<file path="src/rtl/loader_pkg.sv">
// Shared types and constants for the instruction-memory program loader.
package loader_pkg;

  localparam logic [7:0]  SYNC_DEFAULT = 8'hA5;
  localparam int unsigned LANES        = 4;
  localparam int unsigned LANE_W       = $clog2(LANES);
  localparam int unsigned WORD_W       = 8 * LANES;

  typedef enum logic [2:0] {
    S_IDLE,
    S_LEN_LO,
    S_LEN_HI,
    S_DATA,
    S_WRITE,
    S_CSUM,
    S_DONE,
    S_ERR
  } state_t;

endpackage

</file>
<file path="src/rtl/imem_word_pack.sv">
// Byte-lane counter and little-endian packer: the first byte of a word ends up in word[7:0].
module imem_word_pack
  import loader_pkg::*;
(
  input  logic              clk,
  input  logic              rst_n,
  input  logic              clr,
  input  logic              shift,
  input  logic [7:0]        byte_in,
  output logic [WORD_W-1:0] word,
  output logic              word_full
);

  logic [LANE_W-1:0] cnt_q;

  // New bytes enter at the top, so after LANES shifts the oldest byte sits in the low lane.
  always_ff @(posedge clk or negedge rst_n) begin
    if (!rst_n) begin
      cnt_q <= '0;
      word  <= '0;
    end else if (clr) begin
      cnt_q <= '0;
    end else if (shift) begin
      cnt_q <= cnt_q + LANE_W'(1);
      word  <= {byte_in, word[WORD_W-1:8]};
    end
  end

  // High while the next accepted byte completes the word.
  assign word_full = (cnt_q == LANE_W'(LANES - 1));

endmodule

</file>
<file path="src/rtl/imem_loader.sv">
// Framed byte-stream loader for instruction memory; holds the core in reset until an image lands.
// Build option: define LOADER_CSUM_EN to expect and verify a trailing XOR checksum byte.
module imem_loader
  import loader_pkg::*;
#(
  parameter int unsigned ADDR_W = 6,
  parameter logic [7:0]  SYNC   = SYNC_DEFAULT
) (
  input  logic              Clk,
  input  logic              Rst,
  input  logic [7:0]        ByteIn,
  input  logic              ByteValid,
  output logic              ByteReady,
  output logic              WE,
  output logic [ADDR_W-1:0] WAddr,
  output logic [WORD_W-1:0] WData,
  output logic              CpuHold,
  output logic              Done,
  output logic              Err
);

  localparam int unsigned CNT_W     = ADDR_W + 1;
  localparam logic [15:0] MAX_WORDS = 16'(1 << ADDR_W);

  state_t             state_q, state_d;
  logic               ready_d, we_d, hold_d, done_d, err_d;
  logic [ADDR_W-1:0]  waddr_d;
  logic [CNT_W-1:0]   left_q, left_d;
  logic [7:0]         len_lo_q, len_lo_d;
  logic [15:0]        len_n;
  logic               accept, pack_clr, pack_shift, word_full;
`ifdef LOADER_CSUM_EN
  logic [7:0]         csum_q, csum_d;
`endif

  assign accept = ByteValid && ByteReady;
  assign len_n  = {ByteIn, len_lo_q};

  imem_word_pack u_pack (
    .clk       (Clk),
    .rst_n     (Rst),
    .clr       (pack_clr),
    .shift     (pack_shift),
    .byte_in   (ByteIn),
    .word      (WData),
    .word_full (word_full)
  );

  always_ff @(posedge Clk or negedge Rst) begin
    if (!Rst) begin
      state_q   <= S_IDLE;
      ByteReady <= 1'b1;
      WE        <= 1'b0;
      WAddr     <= '0;
      left_q    <= '0;
      len_lo_q  <= '0;
      CpuHold   <= 1'b1;
      Done      <= 1'b0;
      Err       <= 1'b0;
`ifdef LOADER_CSUM_EN
      csum_q    <= '0;
`endif
    end else begin
      state_q   <= state_d;
      ByteReady <= ready_d;
      WE        <= we_d;
      WAddr     <= waddr_d;
      left_q    <= left_d;
      len_lo_q  <= len_lo_d;
      CpuHold   <= hold_d;
      Done      <= done_d;
      Err       <= err_d;
`ifdef LOADER_CSUM_EN
      csum_q    <= csum_d;
`endif
    end
  end

  always_comb begin
    state_d    = state_q;
    we_d       = 1'b0;
    waddr_d    = WAddr;
    left_d     = left_q;
    len_lo_d   = len_lo_q;
    hold_d     = CpuHold;
    done_d     = Done;
    err_d      = Err;
    pack_clr   = 1'b0;
    pack_shift = 1'b0;
`ifdef LOADER_CSUM_EN
    csum_d     = csum_q;
`endif

    case (state_q)
      // Idle and both terminal states share the restart-on-SYNC behaviour.
      S_IDLE, S_DONE, S_ERR: begin
        if (accept && ByteIn == SYNC) begin
          state_d  = S_LEN_LO;
          done_d   = 1'b0;
          err_d    = 1'b0;
          hold_d   = 1'b1;
          waddr_d  = '0;
          pack_clr = 1'b1;
`ifdef LOADER_CSUM_EN
          csum_d   = '0;
`endif
        end
      end
      S_LEN_LO: begin
        if (accept) begin
          len_lo_d = ByteIn;
          state_d  = S_LEN_HI;
`ifdef LOADER_CSUM_EN
          csum_d   = csum_q ^ ByteIn;
`endif
        end
      end
      S_LEN_HI: begin
        if (accept) begin
`ifdef LOADER_CSUM_EN
          csum_d = csum_q ^ ByteIn;
`endif
          left_d = CNT_W'(len_n);
          if (len_n > MAX_WORDS) begin
            state_d = S_ERR;
            err_d   = 1'b1;
          end else if (len_n == 16'd0) begin
`ifdef LOADER_CSUM_EN
            state_d = S_CSUM;
`else
            state_d = S_DONE;
            done_d  = 1'b1;
            hold_d  = 1'b0;
`endif
          end else begin
            state_d = S_DATA;
          end
        end
      end
      S_DATA: begin
        if (accept) begin
          pack_shift = 1'b1;
`ifdef LOADER_CSUM_EN
          csum_d     = csum_q ^ ByteIn;
`endif
          if (word_full) begin
            state_d = S_WRITE;
            we_d    = 1'b1;
          end
        end
      end
      // Address advances only when another word follows, so it never wraps.
      S_WRITE: begin
        if (left_q == CNT_W'(1)) begin
`ifdef LOADER_CSUM_EN
          state_d = S_CSUM;
`else
          state_d = S_DONE;
          done_d  = 1'b1;
          hold_d  = 1'b0;
`endif
        end else begin
          state_d = S_DATA;
          waddr_d = WAddr + ADDR_W'(1);
          left_d  = left_q - CNT_W'(1);
        end
      end
`ifdef LOADER_CSUM_EN
      S_CSUM: begin
        if (accept) begin
          if (ByteIn == csum_q) begin
            state_d = S_DONE;
            done_d  = 1'b1;
            hold_d  = 1'b0;
          end else begin
            state_d = S_ERR;
            err_d   = 1'b1;
          end
        end
      end
`endif
      default: state_d = S_IDLE;
    endcase

    ready_d = (state_d != S_WRITE);
  end

endmodule

</file>
<file path="config.mk">
export PLATFORM = sky130hd
export DESIGN_NAME = imem_loader
export DESIGN_NICKNAME = d
export VERILOG_FILES = /design/src/rtl/loader_pkg.sv /design/src/rtl/imem_word_pack.sv /design/src/rtl/imem_loader.sv
export SDC_FILE = /design/constraint.sdc
export NUM_CORES = 1
export LEC_CHECK = 0
export ABC_AREA = 0
export BUFFER_PORTS_ARGS = -buffer_cell sky130_fd_sc_hd__buf_2
export CAP_MARGIN = 5
export CORE_MARGIN = 1.5
export CORE_UTILIZATION = 40
export CTS_CLUSTER_SIZE = 40
export DETAILED_ROUTE_END_ITERATION = 8
export GPL_TIMING_DRIVEN = 0
export PLACE_DENSITY = 0.73
export SLEW_MARGIN = 40
export SYNTH_ARGS = -nofsm -noshare
export SYNTH_HDL_FRONTEND = slang
export SYNTH_SLANG_ARGS = --single-unit
</file>
<file path="constraint.sdc">
create_clock -name Clk -period 3.54 [get_ports Clk]
set_input_delay 0.177 -clock Clk [delete_from_list [all_inputs] [get_ports Clk]]
set_output_delay 0.177 -clock Clk [all_outputs]
set_load 0.03 [all_outputs]
</file>
==> impl_metrics.tcl, run 1 <==
set metrics [dict create \
    insertion_delay_ps 340 \
    worstHoldStart "ByteIn[6]" \
    rows 30 \
    final-hold-violation-count 0 \
    worst_pin_slew_ps 682 \
    fin_nets 309 \
    ys_seq_elements 63 \
    power_density_mw_per_mm2 1010 \
    rsz0062_at_grt "false" \
    clk_path_buf_depth 2 \
    clkPwrFrac_pct 18.3 \
    setup_tns_ps 0 \
    drive_gt1_share_pct 43.8 \
    grt_max_degree 64 \
    yosysUniqueCellTypes 54 \
    avgSynthCellArea_um2 12.5 \
    grt_usage_pct 16.8 \
    synth.most_common_cell "dfrtp_1" \
    drt_iter0_drc 174 \
    crit_path_end_kind "register" \
    num_antenna_cells 0 \
    critical_path.startpoint_type "register" \
    p_comb_share_pct 44.1 \
    fin_crit_sh_pct 60.4 \
    num_vias 2067 \
    final_core_util_pct 50.5 \
    postCtsSetupBuffers 0 \
    cp.required_ps 3760 \
    dr.pass1.iters 4 \
    p_sw_share_pct 42.6 \
    place.gp.congestion 0.838 \
    overflow 0 \
    p_int_uw 2010 \
    fmax_mhz 467 \
    path_max_fanout 10 \
    ctsRootBufferMaster "clkbuf_8" \
    syn_nets 244 \
    synth_area_mm2 0.00286 \
    async_flop_share_pct 100 \
    wl_per_cell_um 15.0 \
    antenna_found_initial 0 \
    vias_per_cell 5.23 \
    ys_seq_area_share_pct 55.1 \
    clock-sinks 63 \
    clk_pin_slew_ps 70 \
    cts_tree "done" \
    maxSlewViolCount 0 \
    fin_crit_ps 2140 \
    fp.dieH_um 87.6 \
    whs_ps 109 \
    ant_nets 0 \
    synth_common_cells "dfrtp_1 (61), mux2_2 (41), nor2_1 (12)" \
    h-tree-depth 3 \
    setup_violations 0 \
    io_pins 54 \
    critPathArrivalTime_ps 2360 \
    p_sw_uw 1490 \
    synth_top_area_share_pct 53.3 \
    worstHoldPathType "input port to register" \
    grt_pass1_vias 1954 \
    route.detailed.drc 0 \
    grt_pass1_wl_mm 9.69 \
    cp_common_cell "buf_2" \
    yosys.area.top_type "dfrtp_1" \
    drt-total-wl_mm 5.93 \
    numPortBuffers 53 \
    initial_core_util_pct 41.7 \
    skew_ps 11.4 \
    slew_headroom_pct 53.9 \
    cp-startpoint "ByteReady" \
    cp_cell_sequence "nand3_1, nor3b_1, buf_2, buf_2, mux2_2" \
    status "finished clean" \
    path_class "register to register" \
    crit_slowest_cell "dfstp_2" \
    yosysWarnings 0 \
    max_stage_delay_ps 550 \
    vdd.ir_drop.worst_uv 461 \
    core_mm2 0.00687 \
    ys_top_cells_by_area "dfrtp_1 (53%), mux2_2 (16%), dfstp_2 (1.8%)" \
    power_frac_seq_pct 37.6 \
    hpwl_mm 4.26 \
    synthFlopType "dfrtp_1" \
    p_leak_uw 0.00153 \
    synth-edff-count 0 \
    syn_inst 229 \
    area_growth_pct 21.2 \
    maxCapViolations 0 \
    crit_family "buffers and inverters" \
    cts_buffers 9 \
    die_w_um 87.6 \
    timing.rr.start "ByteReady" \
    timing.critical_path.buf_inv 2 \
    dieArea_mm2 0.00768 \
    fill_cells 626 \
]
==> cells by family after synthesis <==
| family | after synthesis | share of synthesized area (%) |
|---|---|---|
| compound gates | 45 | 11.6 |
| xor+xnor | 2 | 0.612 |
| fa+ha+maj | 4 | 1.75 |
| buf+inv | 17 | 2.97 |
| flops | 63 | 55.1 |
| mux | 42 | 16.6 |
| simple gates | 56 | 11.3 |
==> power by group through the flow <==
stage	registers, µW	clock network, µW	logic (µW)
2_1_floorplan	1720	0	708
3_3_place_gp	1300	0	1510
3_5_place_dp	1330	0	1550
4_1_cts	1320	653	1560
5_1_grt	1370	691	1660
6_report	1320	642	1540
==> final timing paths <==
kind | endpoint | slack, ps | depth (start not counted)
hold / removal | u_pack.word[30] | 110 | 2
setup reg to reg | u_pack.word[24] | 1400 | 5
setup / recovery | u_pack.word[24] | 1400 | 5
hold reg to reg | u_pack.word[1] | 500 | 1
min in group asynchronous | u_pack.word[5] | 370 | 2
max in group asynchronous | left_q[1] | 2770 | 2
==> routing by layer <==
metal	vias to the layer above	GRT usage [%]	share of wire, %
met2	37	26.3	51
met1	1054	22.0	44
li1	970	-	-
met4	0	6.93	1.4
met5	-	0	0
met3	6	4.52	3.4
==> layout by cell type (no fill, tap or decap), types with 2 or more instances in the layout <==
| cell type | instances |
|---|---|
| inv_1 | 7 |
| o22a_1 | 2 |
| nor3_1 | 4 |
| a31oi_1 | 2 |
| a21oi_1 | 8 |
| nor4_1 | 2 |
| or3b_2 | 2 |
| buf_6 | 2 |
| or3_1 | 5 |
| clkinv_4 | 2 |
| nand2_1 | 8 |
| nand3_1 | 5 |
| or4_1 | 2 |
| buf_2 | 57 |
| ha_1 | 4 |
| clkbuf_1 | 2 |
| mux2_2 | 41 |
| buf_4 | 2 |
| o22ai_1 | 2 |
| o21ai_0 | 10 |
| clkbuf_8 | 10 |
| nor2_1 | 12 |
| nand2b_1 | 2 |
| dfrtp_1 | 61 |
| o211ai_1 | 3 |
| dfstp_2 | 2 |
| a22oi_1 | 4 |
| nor3b_1 | 3 |
==> cell type report <==
type / count / area (µm²) / area share (%)
plain buffers: 10 / 58.8 / 1.69
clock buffers: 10 / 138 / 3.96
clock inverters: 6 / 68.8 / 1.98
inverters: 7 / 26.3 / 0.757
multi-input cells: 149 / 1200 / 34.6
flip-flops and latches: 63 / 1580 / 45.5
well taps: 96 / 120 / 3.46
repair buffers: 54 / 282 / 8.11
==> state kept, by name (all words and copies together), names as in the netlist <==
signal        count
u_pack.word      32
len_lo_q          8
left_q            7
WAddr             6
state_q           3
u_pack.cnt_q      2
ByteReady         1
CpuHold           1
Done              1
Err               1
WE                1
==> worst reg2reg max path, delay by kind of cell (launching register included) <==
family / cells / cell delay, ps
buffers and inverters: 2 / 650
DFF: 1 / 550
and+or+nand+nor: 2 / 450
muxes: 1 / 370
==> per-stage QoR <==
stage / total power [µW] / instance area (µm²) / instances / setup slack [ps]
CTS: 3530 / 3470 / 395 / 1380
global route: 3720 / 3470 / 395 / 1210
finish: 3500 / 3470 / 395 / 1400
global placement: 2820 / 3250 / 378 / 1470
floorplan: 2420 / 2860 / 229 / 1630
detailed placement: 2880 / 3250 / 378 / 1450
==> timing repair <==
| action | CTS | global route |
|---|---|---|
| hold endpoints to repair | 61 | 0 |
| hold buffers | 1 | 0 |
| resized for setup | 0 | 0 |
(Power assumes the default switching activity.)
==> inputs of run 2 (changes only) <==
--- a/config.mk
+++ b/config.mk
@@ -5,7 +5,7 @@
 export SDC_FILE = /design/constraint.sdc
 export NUM_CORES = 1
 export LEC_CHECK = 0
-export ABC_AREA = 0
+export ABC_AREA = 1
 export BUFFER_PORTS_ARGS = -buffer_cell sky130_fd_sc_hd__buf_2
 export CAP_MARGIN = 5
 export CORE_MARGIN = 1.5
==> constraint.sdc (replaced) <==
create_clock -name Clk -period 2 [get_ports Clk]
set_input_delay 0.1 -clock Clk [delete_from_list [all_inputs] [get_ports Clk]]
set_output_delay 0.1 -clock Clk [all_outputs]
set_load 0.03 [all_outputs]
==> run 2 against run 1 <==
- fmax is 27% higher
- highest routed layer unchanged
- count of clock-buffer cells in the layout is 2 higher
- first-iteration DRC count is 15% lower
- sequential power is 66% higher
==> impl_metrics.tcl, run 2 <==
set metrics [dict create \
    p_comb_share_pct 43.1 \
    worstHoldPathType "input port to register" \
    fill_cells 674 \
    synth-edff-count 0 \
    top_regs "u_pack.word (32), len_lo_q (8), left_q (7)" \
    p_int_uw 3400 \
    ant_nets 0 \
    skew_ps 4.68 \
    rows 30 \
    fin_nets 439 \
    maxCapViolations 0 \
    synth_common_cells "nand2_1 (134), dfrtp_1 (61), nor2_1 (41)" \
    setup_tns_ps 0 \
    place.gp.congestion 0.843 \
    fin_cells 524 \
    grt_pass1_vias 2463 \
    core_mm2 0.00691 \
    maxSlewViolCount 0 \
    initial_core_util_pct 42.2 \
    critPathCapture "u_pack.word[23]" \
    rsz0062_at_grt "false" \
    p_sw_share_pct 44.1 \
    grt_pass1_wl_mm 11.2 \
    fin_ws_ps 314 \
    grt_max_degree 64 \
    fp.dieH_um 88.4 \
    cts_tree "done" \
    power_frac_seq_pct 35.9 \
    num_antenna_cells 0 \
    critical_path.startpoint_type "register" \
    vias_per_cell 4.78 \
    holdBufCountCts 1 \
    syn_nets 374 \
    status "finished clean" \
    path_max_fanout 10 \
    worst_r2r_path_depth 6 \
    cts_buffers 9 \
    grt_usage_pct 18.8 \
    numPortBuffers 53 \
    vdd.ir_drop.worst_uv 673 \
    path_class "register to register" \
    insertion_delay_ps 340 \
    r2r_slack_ps 310 \
    place_worst_setup_slack_ps 349 \
    drt_iter0_drc 148 \
    antenna_found_initial 0 \
    wl_per_cell_um 12.3 \
    overflow 0 \
    r2r-end "u_pack.word[23]" \
    synth_area_mm2 0.00292 \
    cp.required_ps 2240 \
    synth.most_common_cell "nand2_1" \
    fmax_mhz 593 \
    clkPwrFrac_pct 21.0 \
    cts_resized 0 \
    synth_top_area_share_pct 52.4 \
    die_w_um 88.4 \
    cp-startpoint "ByteReady" \
    setup_violations 0 \
    dp.cells 508 \
    num_vias 2504 \
    clk_path_buf_depth 2 \
    yosys.area.top_type "dfrtp_1" \
    ys_seq_area_share_pct 54.2 \
    fin_crit_sh_pct 84.3 \
    largest_reg_flops 32 \
    final-hold-violation-count 0 \
    syn_inst 359 \
    met3_usage_pct 5.32 \
    regMostFlops "u_pack.word" \
    async_flop_share_pct 100 \
    slew_headroom_pct 62.7 \
    dr.pass1.iters 4 \
    avgSynthCellArea_um2 8.12 \
    power_density_mw_per_mm2 1710 \
    dieArea_mm2 0.00781 \
    final_core_util_pct 51.4 \
    drive_gt1_share_pct 22.0 \
    mostFrequentLayoutCell "nand2_1" \
    yosysWarnings 0 \
    drt-total-wl_mm 6.43 \
    p_leak_uw 0.00191 \
    timing.rr.start "ByteReady" \
    io_pins 54 \
    worst_pin_slew_ps 560 \
    critPathArrivalTime_ps 1920 \
    layout_common_cells "nand2_1 (134), dfrtp_1 (61), buf_2 (59), nor2_1 (41), inv_1 (31)" \
    p_sw_uw 2680 \
    yosysUniqueCellTypes 24 \
    busiest_layer "met2" \
    hpwl_mm 4.64 \
    ys_top_cells_by_area "dfrtp_1 (52%), nand2_1 (17%), nor2_1 (5.3%)" \
    crit_path_end_kind "register" \
    grtUsageMet2_pct 29.4 \
    clk_pin_slew_ps 70 \
    route.detailed.drc 0 \
    h-tree-depth 3 \
    synthFlopType "dfrtp_1" \
    clock-sinks 63 \
    worstHoldPathCells 3 \
    ys_seq_elements 63 \
    area_growth_pct 21.7 \
    postCtsSetupBuffers 0 \
    ctsRootBufferMaster "clkbuf_8" \
    fin_crit_ps 1690 \
    met1_usage_pct 24.8 \
]
run 2: cell types whose count changed after synthesis, sizes merged, moves of 4 or more:
cell   before  now
nand2       8  138
mux2       42    5
nor2       13   42
inv         7   35
o21ai      11   34
nand3       5   14
a21oi       9    4
or3         5    0
xor2        1    6
a22oi       4    0
nor3b       4    0
run 2: worst min-delay path by stage:
stage | from | endpoint
2_1_floorplan | Rst | Done
3_3_place_gp | ByteIn[0] | u_pack.word[24]
3_5_place_dp | Rst | u_pack.word[7]
4_1_cts | ByteIn[0] | u_pack.word[24]
5_1_grt | ByteIn[1] | u_pack.word[25]
6_report | ByteIn[6] | u_pack.word[30]
run 2: cell type report:
type                            count  area, µm²  share of cell area [%]
Timing Repair Buffer               54        282                    7.94
Tap cell                           96        120                    3.39
Inverter                           35        131                    3.70
Buffer                              9       53.8                    1.52
Multi-Input combinational cell    252       1150                    32.5
Sequential cell                    63       1580                    44.5
Clock buffer                       12        165                    4.66
Clock inverter                      3       65.1                    1.83
run 2: per-stage QoR:
step                      area, µm²  hold WS [ps]  power, µW
final                          3550          17.6       6080
after global routing           3550          25.3       6570
after CTS                      3540          12.8       6130
after detailed placement       3300           238       4830
after global placement         3300           357       4720
after floorplan                2920          -196       4060
run 2: routing by layer:
| layer | vias to the layer above | wire length [µm] |
|---|---|---|
| li1 | 1250 | - |
| met1 | 1205 | 2920 |
| met2 | 41 | 3100 |
| met3 | 8 | 293 |
| met4 | 0 | 107 |
| met5 | - | 0 |
run 2: cells by family after synthesis:
kind of cell	share of synthesized area [%]
flops	54.2
mux	1.93
simple gates	27.2
compound gates	6.87
fa+ha+maj	1.72
buf+inv	6.35
xor+xnor	1.80
run 2: power groups by stage:
| stage | clock network [µW] | logic (µW) | registers [µW] |
|---|---|---|---|
| floorplan | 0 | 1280 | 2780 |
| global placement | 0 | 2540 | 2190 |
| detailed placement | 0 | 2630 | 2200 |
| CTS | 1300 | 2640 | 2190 |
| global route | 1360 | 2950 | 2260 |
| finish | 1270 | 2620 | 2190 |
run 2: worst max-delay path: stages, from the launching register on:
cell and delay (ps):
dfstp_2 520, nand2_1 180, nor3_4 360, inv_2 150, buf_2 220, nand2_1 90, nand2_1 50
